==> config.mk <==
export PLATFORM = sky130hd
export DESIGN_NAME = demux_striping
export DESIGN_NICKNAME = d
export VERILOG_FILES = /design/src/rtl/pcie_phy_pkg.sv /design/src/rtl/lane_word_counter.sv /design/src/rtl/demux_striping.sv
export SDC_FILE = /design/constraint.sdc
export NUM_CORES = 1
export LEC_CHECK = 0
export CORE_MARGIN = 1
export CORE_UTILIZATION = 47
export CTS_CLUSTER_SIZE = 10
export DETAILED_ROUTE_END_ITERATION = 10
export PLACE_DENSITY = 0.81
export SLEW_MARGIN = 0
export SYNTH_ARGS = -nofsm -noshare
export SYNTH_HDL_FRONTEND = slang
export SYNTH_HIERARCHICAL = 1
export SYNTH_SLANG_ARGS = --single-unit
==> constraint.sdc <==
create_clock -name clk_2f -period 2.5 [get_ports clk_2f]
set_clock_uncertainty 0.15 [all_clocks]
set_input_delay 0.5 -clock clk_2f [delete_from_list [all_inputs] [get_ports clk_2f]]
set_output_delay 0.5 -clock clk_2f [all_outputs]
set_load 0.01 [all_outputs]
==> src/rtl/pcie_phy_pkg.sv <==
// rtl/pcie_phy_pkg.sv - shared defaults and slot encoding for the two-lane PHY
package pcie_phy_pkg;

  localparam int DATA_W_DEF = 32;
  localparam int CNT_W_DEF  = 16;

  typedef enum logic {
    SLOT0 = 1'b0,
    SLOT1 = 1'b1
  } slot_t;

endpackage

==> src/rtl/lane_word_counter.sv <==
// rtl/lane_word_counter.sv - wrap-around delivered-word counter with increment enable
module lane_word_counter #(
  parameter int CNT_W = 16
) (
  input  logic             clk_2f,
  input  logic             reset,
  input  logic             inc,
  output logic [CNT_W-1:0] count
);

  // Wraps modulo 2^CNT_W; debug-only, so no saturation or overflow flag.
  always_ff @(posedge clk_2f) begin
    if (reset) begin
      count <= '0;
    end else if (inc) begin
      count <= count + 1'b1;
    end
  end

endmodule

==> src/rtl/demux_striping.sv <==
// rtl/demux_striping.sv - two-lane receive un-striping; DEMUX_STRIPING_PAIR_ALIGN_EN aligns lane pairs
module demux_striping
  import pcie_phy_pkg::*;
#(
  parameter int DATA_W = DATA_W_DEF,
  parameter int CNT_W  = CNT_W_DEF
) (
  input  logic              clk_2f,
  input  logic              reset,
  input  logic [DATA_W-1:0] data_input,
  input  logic              valid_in,
  output logic [DATA_W-1:0] lane_0,
  output logic [DATA_W-1:0] lane_1,
  output logic              valid_0,
  output logic              valid_1,
  output logic [CNT_W-1:0]  word_cnt_0,
  output logic [CNT_W-1:0]  word_cnt_1
);

  slot_t sel;
  logic  inc_0;
  logic  inc_1;

`ifdef DEMUX_STRIPING_PAIR_ALIGN_EN
  logic [DATA_W-1:0] hold_data;
  logic              hold_valid;

  // Lane-0 word waits in the hold register so both lanes update on the SLOT1 edge.
  always_ff @(posedge clk_2f) begin
    if (reset) begin
      sel        <= SLOT0;
      lane_0     <= '0;
      lane_1     <= '0;
      valid_0    <= 1'b0;
      valid_1    <= 1'b0;
      hold_data  <= '0;
      hold_valid <= 1'b0;
    end else begin
      case (sel)
        SLOT0: begin
          hold_valid <= valid_in;
          if (valid_in) hold_data <= data_input;
          sel <= SLOT1;
        end
        default: begin
          valid_0 <= hold_valid;
          if (hold_valid) lane_0 <= hold_data;
          valid_1 <= valid_in;
          if (valid_in) lane_1 <= data_input;
          sel <= SLOT0;
        end
      endcase
    end
  end

  assign inc_0 = (sel == SLOT1) && hold_valid;
  assign inc_1 = (sel == SLOT1) && valid_in;
`else
  // The slot toggles every edge regardless of valid_in, mirroring the transmit mux.
  always_ff @(posedge clk_2f) begin
    if (reset) begin
      sel     <= SLOT0;
      lane_0  <= '0;
      lane_1  <= '0;
      valid_0 <= 1'b0;
      valid_1 <= 1'b0;
    end else begin
      case (sel)
        SLOT0: begin
          valid_0 <= valid_in;
          if (valid_in) lane_0 <= data_input;
          sel <= SLOT1;
        end
        default: begin
          valid_1 <= valid_in;
          if (valid_in) lane_1 <= data_input;
          sel <= SLOT0;
        end
      endcase
    end
  end

  assign inc_0 = (sel == SLOT0) && valid_in;
  assign inc_1 = (sel == SLOT1) && valid_in;
`endif

  lane_word_counter #(.CNT_W(CNT_W)) u_cnt_0 (
    .clk_2f (clk_2f),
    .reset  (reset),
    .inc    (inc_0),
    .count  (word_cnt_0)
  );

  lane_word_counter #(.CNT_W(CNT_W)) u_cnt_1 (
    .clk_2f (clk_2f),
    .reset  (reset),
    .inc    (inc_1),
    .count  (word_cnt_1)
  );

endmodule

==> impl_results.md, run 1 <==
- DIE HEIGHT: 97.43 um
- CP Data Required Time: 1850 ps
- Hold Path Stages: 2
- Total Die Area: 9493 um^2
- Worst r2r path cells: 4
- Setup violators final: 0
- Post-Place Cell Area: 5684 um^2
- Vias after detailed routing: 3,326
- PnR worst setup slack: 433.5 ps
- Avg Vias per Cell: 5.039
- Grt ovf: 0
- Residual DRC: 0
- Fin cells: 660
- FF-to-FF Start: u_cnt_0/count[5]$_SDFFE_PP0P_
- I/O Buffers: 132
- Synth Cell Area: 4280 um^2
- Post-synth EDFFs: 0
- Largest net degree at the start of global routing: 48
- Max-cap violations: 0
- Reg power frac: 0.524
- Finished Cell Area: 5898 um^2
- Asr flop ratio synth: 0
- Clock sink total: 99
- Crit Path Class: flop to output port
- Fill count: 685
- Slowest stage delay, CP: 590 ps
- Worst path cell trace: clkdlybuf4s50_1
- H-tree levels: 3
- Clock Path Buffers: 2
- Resized cells post-CTS: 0
- Final Hold Viols: 0
- Syn avg cell area: 10.22 um^2
- Final ANT Viol Nets: 0
- Pwr/cell area: 544.5 nW/um^2
- Max-slew violation count: 0
- Synth cell types: 35
- CP Capture Type: output port
- N_diodes: 0
- Sequential-to-total area share from yosys stat: 0.4630
- Io pins: 133
- Post-route clock period utilization: 0.8266
- Cells after DPL: 646
- Clk root buf: clkbuf_8
- Hold EP: lane_0[1]$_SDFFE_PP0P_
- Leak Pwr: 2.315 nW
- Crit path max-delay family: buffers and inverters
- FF-to-FF setup slack: 500 ps
- Detailed Route WL: 9455 um
- Max FO, Critical Path: 7
- Clk_lat worst skew: 350 ps
- Antenna violations before repair: 0
- 1st-pass router iterations: 4
- GRT Resource Usage Total: 0.2003
- Least-Margin Pin Slew: 510.9 ps
- Slowest stage cell, crit path: clkdlybuf4s50_1
- Reg2reg end: u_cnt_0/count[14]$_SDFFE_PP0P_
- Mapped Cells: 419
- Buf+Inv Stages, Crit Path: 1
- Die X: 97.43 um
- Internal power: 2.468 mW
- Final HPWL DP: 6796 um
- Logic pwr share: 0.131
- Post-CTS Setup Repair Bufs: 0
- Max rail drop VDD: 0.4082 mV
- RSZ-0062 raised after global routing: false
- Outcome: completed
- Yosys warnings: 6
- Vias in the first global route: 3,268
- Total power: 3.212 mW
- CP Launch Type: flop
- Worst hold start: lane_0[1]$_SDFFE_PP0P_
- Core area: 8763 um^2
- CTS tree: built
- Share of cells above drive strength 1: 0.08152
- Row cnt: 34
- Final hold slack: 324.8 ps
- Detailed router's first-iteration violation count: 107
- Post-route setup TNS: 0 ps
- WL/cell: 14.33 um
- Top FF cell, synth: dfxtp_1
- P_sw: 743.3 uW
- Reg clk slew, reported paths: 100 ps
- Area grow syn2layout: 37.80%
- HP Class: flop to flop
- Crit path DAT: 1420 ps
- Headroom to the max-slew limit: 0.6594
- CTS Buf Count: 9
- Placement Setup Slack: 82.54 ps
- Final Util: 0.6730
- Starting Density: 0.4884
- Cts hold-fix bufs: 0
- Clk pwr share: 0.345
- Highest clock rate: 483.9 MHz
- Final net count: 586
- First-pass GRT wire length: 15,490 um
- Final min period: 2067 ps
- Final Wtd Congestion: 0.8195
- Syn Nets: 456
- Net Sw Frac: 0.2314
- #FFs+latches synth: 99
==> worst reg2reg max path: stages, from the launching register on <==
cell and delay, ps:
dfxtp_1 470, nand4_2 230, or2_2 380, nor4_1 290, mux2_2 370
==> flip-flops by register name, indices dropped and copies added (netlist names) <==
signal	flops
lane_1	32
sel	1
u_cnt_1/count	16
valid_1	1
valid_0	1
lane_0	32
u_cnt_0/count	16
==> final cells by class <==
cell class              count  area (um^2)  area share
clock buffers              10        137.6     0.02333
clock inverters             4        76.32     0.01294
inverters                   6        30.03    0.005091
multi-input cells         291         2121      0.3596
flip-flops and latches     99         1982      0.3360
well taps                 108        135.1     0.02291
repair buffers            142         1416      0.2401
==> worst max-delay path by stage <==
stage	from	end	cells after the start
after floorplan	valid_in	u_cnt_0/count[13]$_SDFFE_PP0P_	8
after global placement	valid_in	u_cnt_1/count[13]$_SDFFE_PP0P_	7
after detailed placement	valid_in	u_cnt_1/count[13]$_SDFFE_PP0P_	7
after CTS	u_cnt_1/count[2]$_SDFFE_PP0P_	word_cnt_1[2]	1
after global routing	valid_in	u_cnt_1/count[13]$_SDFFE_PP0P_	7
final	u_cnt_0/count[5]$_SDFFE_PP0P_	word_cnt_0[5]	1
==> power groups by stage <==
stage,logic [mW],clock network (mW),registers [mW]
2_1_floorplan,0.186,0,1.74
3_3_place_gp,0.416,0,1.72
3_5_place_dp,0.424,0,1.72
4_1_cts,0.425,1.14,1.68
5_1_grt,0.451,1.20,1.69
6_report,0.420,1.11,1.68
==> routing by layer <==
metal  wire length [um]  global-route usage  vias to the layer above
li1                   -                   -                     1645
met1               4147              0.2418                     1562
met2               4477              0.3287                      115
met3                787             0.09065                        4
met4                 42             0.04072                        0
met5                  0                   0                        -
==> kinds of logic (layout without fill, tap and decap cells) <==
family                     count (synthesis)  after routing  synth area share
AOI/OAI and AO/OA                         14             14           0.01988
xor gates and xnor gates                  20             20           0.04092
adders and majority gates                  2              2          0.005845
buffers and inverters                     29            162           0.04209
DFF                                       99             99            0.4630
muxes                                     70             70            0.1649
and+or+nand+nor                          185            185            0.2634
==> synth_stat cells, types with 2 or more instances <==
library cell | n | area [um^2]
xnor2_1 | 12 | 105.1
o41ai_1 | 2 | 17.52
nand2_1 | 14 | 52.55
clkbuf_1 | 15 | 56.30
buf_2 | 3 | 15.01
ha_1 | 2 | 25.02
nand2b_1 | 99 | 619.3
nor3_1 | 6 | 30.03
dfxtp_1 | 99 | 1982
buf_12 | 3 | 60.06
nand4_1 | 2 | 12.51
mux2i_1 | 66 | 660.6
o21ai_0 | 2 | 10.01
mux2_2 | 4 | 45.04
inv_1 | 4 | 15.01
nor2_1 | 33 | 123.9
nor2b_1 | 2 | 12.51
a31o_2 | 2 | 17.52
a21oi_1 | 8 | 40.04
nand4_2 | 2 | 25.02
nand4_4 | 2 | 42.54
or3_1 | 2 | 12.51
nor4_4 | 2 | 42.54
nor4_1 | 6 | 37.54
nand3_1 | 6 | 30.03
xor2_1 | 8 | 70.07
nor4b_2 | 2 | 30.03
or3b_1 | 2 | 17.52
and3_1 | 2 | 12.51
or2_2 | 2 | 12.51
==> cell usage in the layout, fill, tap and decap left out, drive strengths merged, types with 4 or more instances in the layout <==
master | synthesis | routed
mux2 | 4 | 4
xnor2 | 12 | 12
a21oi | 8 | 8
clkbuf | 15 | 10
inv | 6 | 6
nor3 | 6 | 6
nand4 | 6 | 6
nand3 | 6 | 6
dfxtp | 99 | 99
nor2 | 33 | 33
mux2i | 66 | 66
nand2b | 100 | 100
buf | 8 | 11
xor2 | 8 | 8
nand2 | 14 | 14
nor4 | 8 | 8
clkdlybuf4s50 | 0 | 131
No activity file was read; power rests on OpenSTA's default activity.
==> run 2, diff against run 1 <==
Settings changed: CORE_UTILIZATION 47 to 42, PLACE_DENSITY 0.81 to 0.76.
Clock period 2.5 ns to 1.9 ns, I/O delays scaled along.
==> run 2 against run 1 <==
Global-route usage shrank 1.1 points. Non-clock buffer count is 26 higher. Utilization down 4.9 points. Worst setup slack got worse by 370 ps. Clock-buffer cell count grew 2. First-iteration DRC count down 31%. Combinational power increased by 35%. Critical path type unchanged.
==> impl_results.md, run 2 (synthesis gave the netlist of run 1 again) <==
- Largest net degree at the start of global routing: 57
- Worst hold start: reset
- Outcome: completed
- Final Wtd Congestion: 0.7809
- Total Die Area: 10,600 um^2
- Vias in the first global route: 3,321
- Max rail drop VDD: 0.4484 mV
- Grt ovf: 0
- FF-to-FF Start: u_cnt_0/count[10]$_SDFFE_PP0P_
- Crit path max-delay family: buffers and inverters
- P_sw: 1.019 mW
- WL/cell: 13.74 um
- Setup violators final: 0
- Most frequent cells in the layout: 115 x clkdlybuf4s50_1, 99 x nand2b_1, 86 x dfxtp_1
- GRT Resource Usage Total: 0.1898
- Share of cells above drive strength 1: 0.1483
- 1st-pass router iterations: 4
- Starting Density: 0.4359
- Clock Path Buffers: 2
- Pwr/cell area: 663.3 nW/um^2
- Post-route clock period utilization: 0.9658
- Antenna violations before repair: 1
- Reg clk slew, reported paths: 100 ps
- CP Launch Type: flop
- Residual DRC: 0
- Crit Path Class: flop to output port
- Vias after detailed routing: 3,392
- Buf+Inv Stages, Crit Path: 1
- Least-Margin Pin Slew: 510.8 ps
- Row cnt: 36
- Max FO, Critical Path: 6
- I/O Buffers: 132
- Internal power: 3.046 mW
- Top Registers: lane_0 x32, lane_1 x32
- Avg Vias per Cell: 4.751
- Slowest stage cell, crit path: clkdlybuf4s50_1
- Area grow syn2layout: 43.17%
- Clk root buf: clkbuf_8
- Max-slew violation count: 0
- Final Hold Viols: 0
- Area of the multi-input gates: 2127 um^2
- Final net count: 612
- Die X: 103.0 um
- Clk_lat worst skew: 360 ps
- Highest clock rate: 545.0 MHz
- Final min period: 1835 ps
- CTS Buf Count: 9
- Final ANT Viol Nets: 0
- Sequential Area: 2001 um^2
- Crit path from: u_cnt_1/count[11]$_SDFFE_PP0P_
- RSZ-0062 raised after global routing: false
- Crit path DAT: 1300 ps
- Final HPWL DP: 7073 um
- Reg power frac: 0.542
- Most common cell after layout, fill and taps aside: clkdlybuf4s50_1
- Detailed Route WL: 9811 um
- Fill count: 867
- Core area: 9819 um^2
- Net Sw Frac: 0.2506
- Io pins: 133
- Clk pwr share: 0.318
- CP Data Required Time: 1370 ps
- Leak Pwr: 2.574 nW
- HP Class: input port to flop
- DIE HEIGHT: 103.0 um
- CP Capture Type: output port
- H-tree levels: 3
- Worst path cell trace: clkdlybuf4s50_1
- CTS tree: built
- Max-cap violations: 0
- Total power: 4.065 mW
- First-pass GRT wire length: 15,550 um
- Clock sink total: 99
- Detailed router's first-iteration violation count: 74
- Slowest stage delay, CP: 560 ps
- Headroom to the max-slew limit: 0.6595
- Logic pwr share: 0.139
- Final Util: 0.6241
-- run 2: changes by cell type in the layout (fill, tap and decap cells not counted), moves of 5 or more --
cell | previous run | this run
buf_4 | 8 | 34
clkdlybuf4s50_1 | 131 | 115
dfxtp_1 | 99 | 86
dfxtp_2 | 0 | 12
dlygate4sd2_1 | 0 | 11
dlymetal6s2s_1 | 0 | 5
-- run 2: stage by stage --
stage / worst slack (ps) / TNS (ps) / hold WS [ps] / area [um^2] / std cells
6_report: 65.03 / 0 / 306.0 / 6128 / 714
5_1_grt: 6.250 / 0 / 301.9 / 6126 / 713
4_1_cts: 4.171 / 0 / 296.7 / 6100 / 713
3_5_place_dp: -345.9 / -6755 / 309.4 / 5913 / 697
3_3_place_gp: -300.5 / -4560 / 304.7 / 5913 / 697
2_1_floorplan: 27.39 / 0 / 283.1 / 4283 / 419
-- run 2: metal layers --
| metal | up-vias | GRT usage | share of wire |
|---|---|---|---|
| li1 | 1713 | - | - |
| met1 | 1569 | 0.2198 | 0.44 |
| met2 | 103 | 0.3210 | 0.47 |
| met3 | 7 | 0.07051 | 0.084 |
| met4 | 0 | 0.06826 | 0.0083 |
| met5 | - | 0 | 0 |
-- run 2: worst paths after layout --
check | to | slack, ps | cells after the start
setup / recovery | word_cnt_1[11] | 70 | 1
hold / removal | u_cnt_0/count[8]$_SDFFE_PP0P_ | 310 | 3
setup reg to reg | u_cnt_0/count[14]$_SDFFE_PP0P_ | 80 | 4
hold reg to reg | valid_0$_SDFFE_PP0N_ | 320 | 2
-- run 2: layout make-up --
type                       count  share of cell area
tap                          133             0.02715
sequential                    99              0.3265
inverter                       6            0.005308
timing repair buffer         168              0.2628
clock buffer                  12             0.02532
multi-input combinational    291              0.3471
antenna                        1           0.0004083
clock inverter                 4            0.005512
-- run 2: power groups by stage --
stage / Clock [mW] / Sequential (mW) / Combinational (mW)
CTS: 1.34 / 2.21 / 0.575
floorplan: 0 / 2.29 / 0.245
global placement: 0 / 2.25 / 0.564
finish: 1.29 / 2.20 / 0.566
detailed placement: 0 / 2.25 / 0.575
global route: 1.41 / 2.22 / 0.613
-- run 2: timing repair --
| item | CTS | global route |
|---|---|---|
| gates cloned | 0 | 0 |
| buffers inserted | 0 | 0 |
| hold buffers | 0 | 0 |
| pin swaps | 0 | 0 |
| setup endpoints to repair | 19 | 13 |
| resized for setup | 20 | 11 |
-- run 2: worst register-to-register path, delay by kind of cell, from the launching register on --
family / cells / cell delay, ps
flip-flops: 1 / 370
multiplexers: 1 / 390
AND/OR/NAND/NOR: 3 / 810
==> run 3, diff against run 2 <==
Settings changed: CTS_CLUSTER_DIAMETER set to 120, SKIP_CTS_REPAIR_TIMING set to 1.
==> run 3 against run 2 <==
Via count is essentially flat. Sequential power hardly changed. Final area is 0.76% higher. Sequential share of layout area decreased by 0.26 points. Clock power about the same. Non-clock buffer count unchanged. Global-route usage about the same. Clock-buffer cell count unchanged.
==> impl_results.md, run 3 (synthesis gave the netlist of run 1 again) <==
- Most common cell after layout, fill and taps aside: clkdlybuf4s50_1
- Most frequent cells in the layout: 115 x clkdlybuf4s50_1, 99 x nand2b_1, 87 x dfxtp_1
- Clk_lat worst skew: 360 ps
- Core area: 9819 um^2
- GRT Resource Usage Total: 0.1896
- Clk root buf: clkbuf_8
- Final net count: 612
- Post-route clock period utilization: 0.9662
- Avg Vias per Cell: 4.748
- Max rail drop VDD: 0.4484 mV
- Row cnt: 36
- HP Class: input port to flop
- Max FO, Critical Path: 6
- Final ANT Viol Nets: 0
- Crit Path Class: flop to output port
- PnR worst setup slack: 64.24 ps
- Pwr/cell area: 658.5 nW/um^2
- Max-slew violation count: 0
- Detailed Route WL: 9813 um
- Starting Density: 0.4359
- Crit path max-delay family: buffers and inverters
- Fin cells: 714
- Hold EP: u_cnt_0/count[8]$_SDFFE_PP0P_
- Worst path cell trace: clkdlybuf4s50_1
- Largest net degree at the start of global routing: 57
- Hold Path Stages: 3
- Placement Setup Slack: -345.9 ps
- First-pass GRT wire length: 15,530 um
- Cells after DPL: 697
- Total power: 4.066 mW
- Total Die Area: 10,600 um^2
- Clock Path Buffers: 2
- Leak Pwr: 2.723 nW
- Fill count: 852
- Top Registers: lane_0 x32, lane_1 x32
- Crit path DAT: 1310 ps
- Die X: 103.0 um
- Reg clk slew, reported paths: 100 ps
- Final Wtd Congestion: 0.7809
- CP Capture Type: output port
- Grt ovf: 0
- Vias in the first global route: 3,318
- DIE HEIGHT: 103.0 um
- Buf+Inv Stages, Crit Path: 1
- Slowest stage cell, crit path: clkdlybuf4s50_1
- Worst r2r path cells: 4
- I/O Buffers: 132
- Final Hold Viols: 0
- CP Launch Type: flop
- Max-cap violations: 0
- 1st-pass router iterations: 6
- Reg2reg end: u_cnt_0/count[14]$_SDFFE_PP0P_
- Antenna violations before repair: 1
- Area of the multi-input gates: 2133 um^2
- RSZ-0062 raised after global routing: false
- FF-to-FF Start: u_cnt_0/count[10]$_SDFFE_PP0P_
- Highest clock rate: 544.7 MHz
- Clock sink total: 99
- Outcome: completed
- Share of cells above drive strength 1: 0.1483
- CP Data Required Time: 1370 ps
- Detailed router's first-iteration violation count: 61
- Io pins: 133
- Worst hold start: reset
- Final HPWL DP: 7073 um
- CTS Buf Count: 9
- Setup violators final: 0
- Vias after detailed routing: 3,390
- Crit. path cell count: 1
- Residual DRC: 0
- WL/cell: 13.74 um
- FF-to-FF setup slack: 130 ps
- Final min period: 1836 ps
- Sequential Area: 1999 um^2
- Headroom to the max-slew limit: 0.6603
- Area grow syn2layout: 44.26%
- H-tree levels: 3
- Slowest stage delay, CP: 560 ps
- Least-Margin Pin Slew: 509.5 ps
- CTS tree: built
run 3: worst max path at each step:
stage	start	to	slack, ps
after floorplan	sel$_SDFF_PP0_	u_cnt_0/count[14]$_SDFFE_PP0P_	30
after global placement	valid_in	u_cnt_1/count[13]$_SDFFE_PP0P_	-300
after detailed placement	valid_in	u_cnt_1/count[12]$_SDFFE_PP0P_	-350
after CTS	u_cnt_0/count[2]$_SDFFE_PP0P_	word_cnt_0[2]	-100
after global routing	u_cnt_0/count[1]$_SDFFE_PP0P_	word_cnt_0[1]	6
final	u_cnt_1/count[11]$_SDFFE_PP0P_	word_cnt_1[11]	60
run 3: power by group:
group          switching [mW]  internal, mW  total (mW)
Clock                   0.734         0.559        1.29
Sequential             0.0484          2.16        2.21
Combinational           0.236         0.332       0.568
run 3: per-layer routing:
layer | up-vias | share of wire | wire length, um | GRT usage
met5 | - | 0 | 0 | 0
met4 | 0 | 0.0098 | 96 | 0.06826
met3 | 8 | 0.086 | 841 | 0.07051
met2 | 101 | 0.47 | 4604 | 0.3210
met1 | 1567 | 0.44 | 4271 | 0.2193
li1 | 1714 | - | - | -
run 3: final cells by class:
class                           instances  area share
Sequential cell                        99      0.3238
Multi-Input combinational cell        291      0.3455
Clock inverter                          4    0.005471
Antenna cell                            1   0.0004053
Clock buffer                           12     0.02513
Inverter                                6    0.005268
Tap cell                              133     0.02695
Timing Repair Buffer                  168      0.2675
run 3: per-stage QoR:
stage	hold slack, ps	area, um^2	setup TNS [ps]	util
finish	305.5	6175	0	0.6288
global route	303.5	6172	0	0.6286
CTS	296.7	6102	-666.8	0.6214
detailed placement	309.4	5913	-6755	0.6022
global placement	304.7	5913	-4560	0.6022
floorplan	283.1	4283	0	-
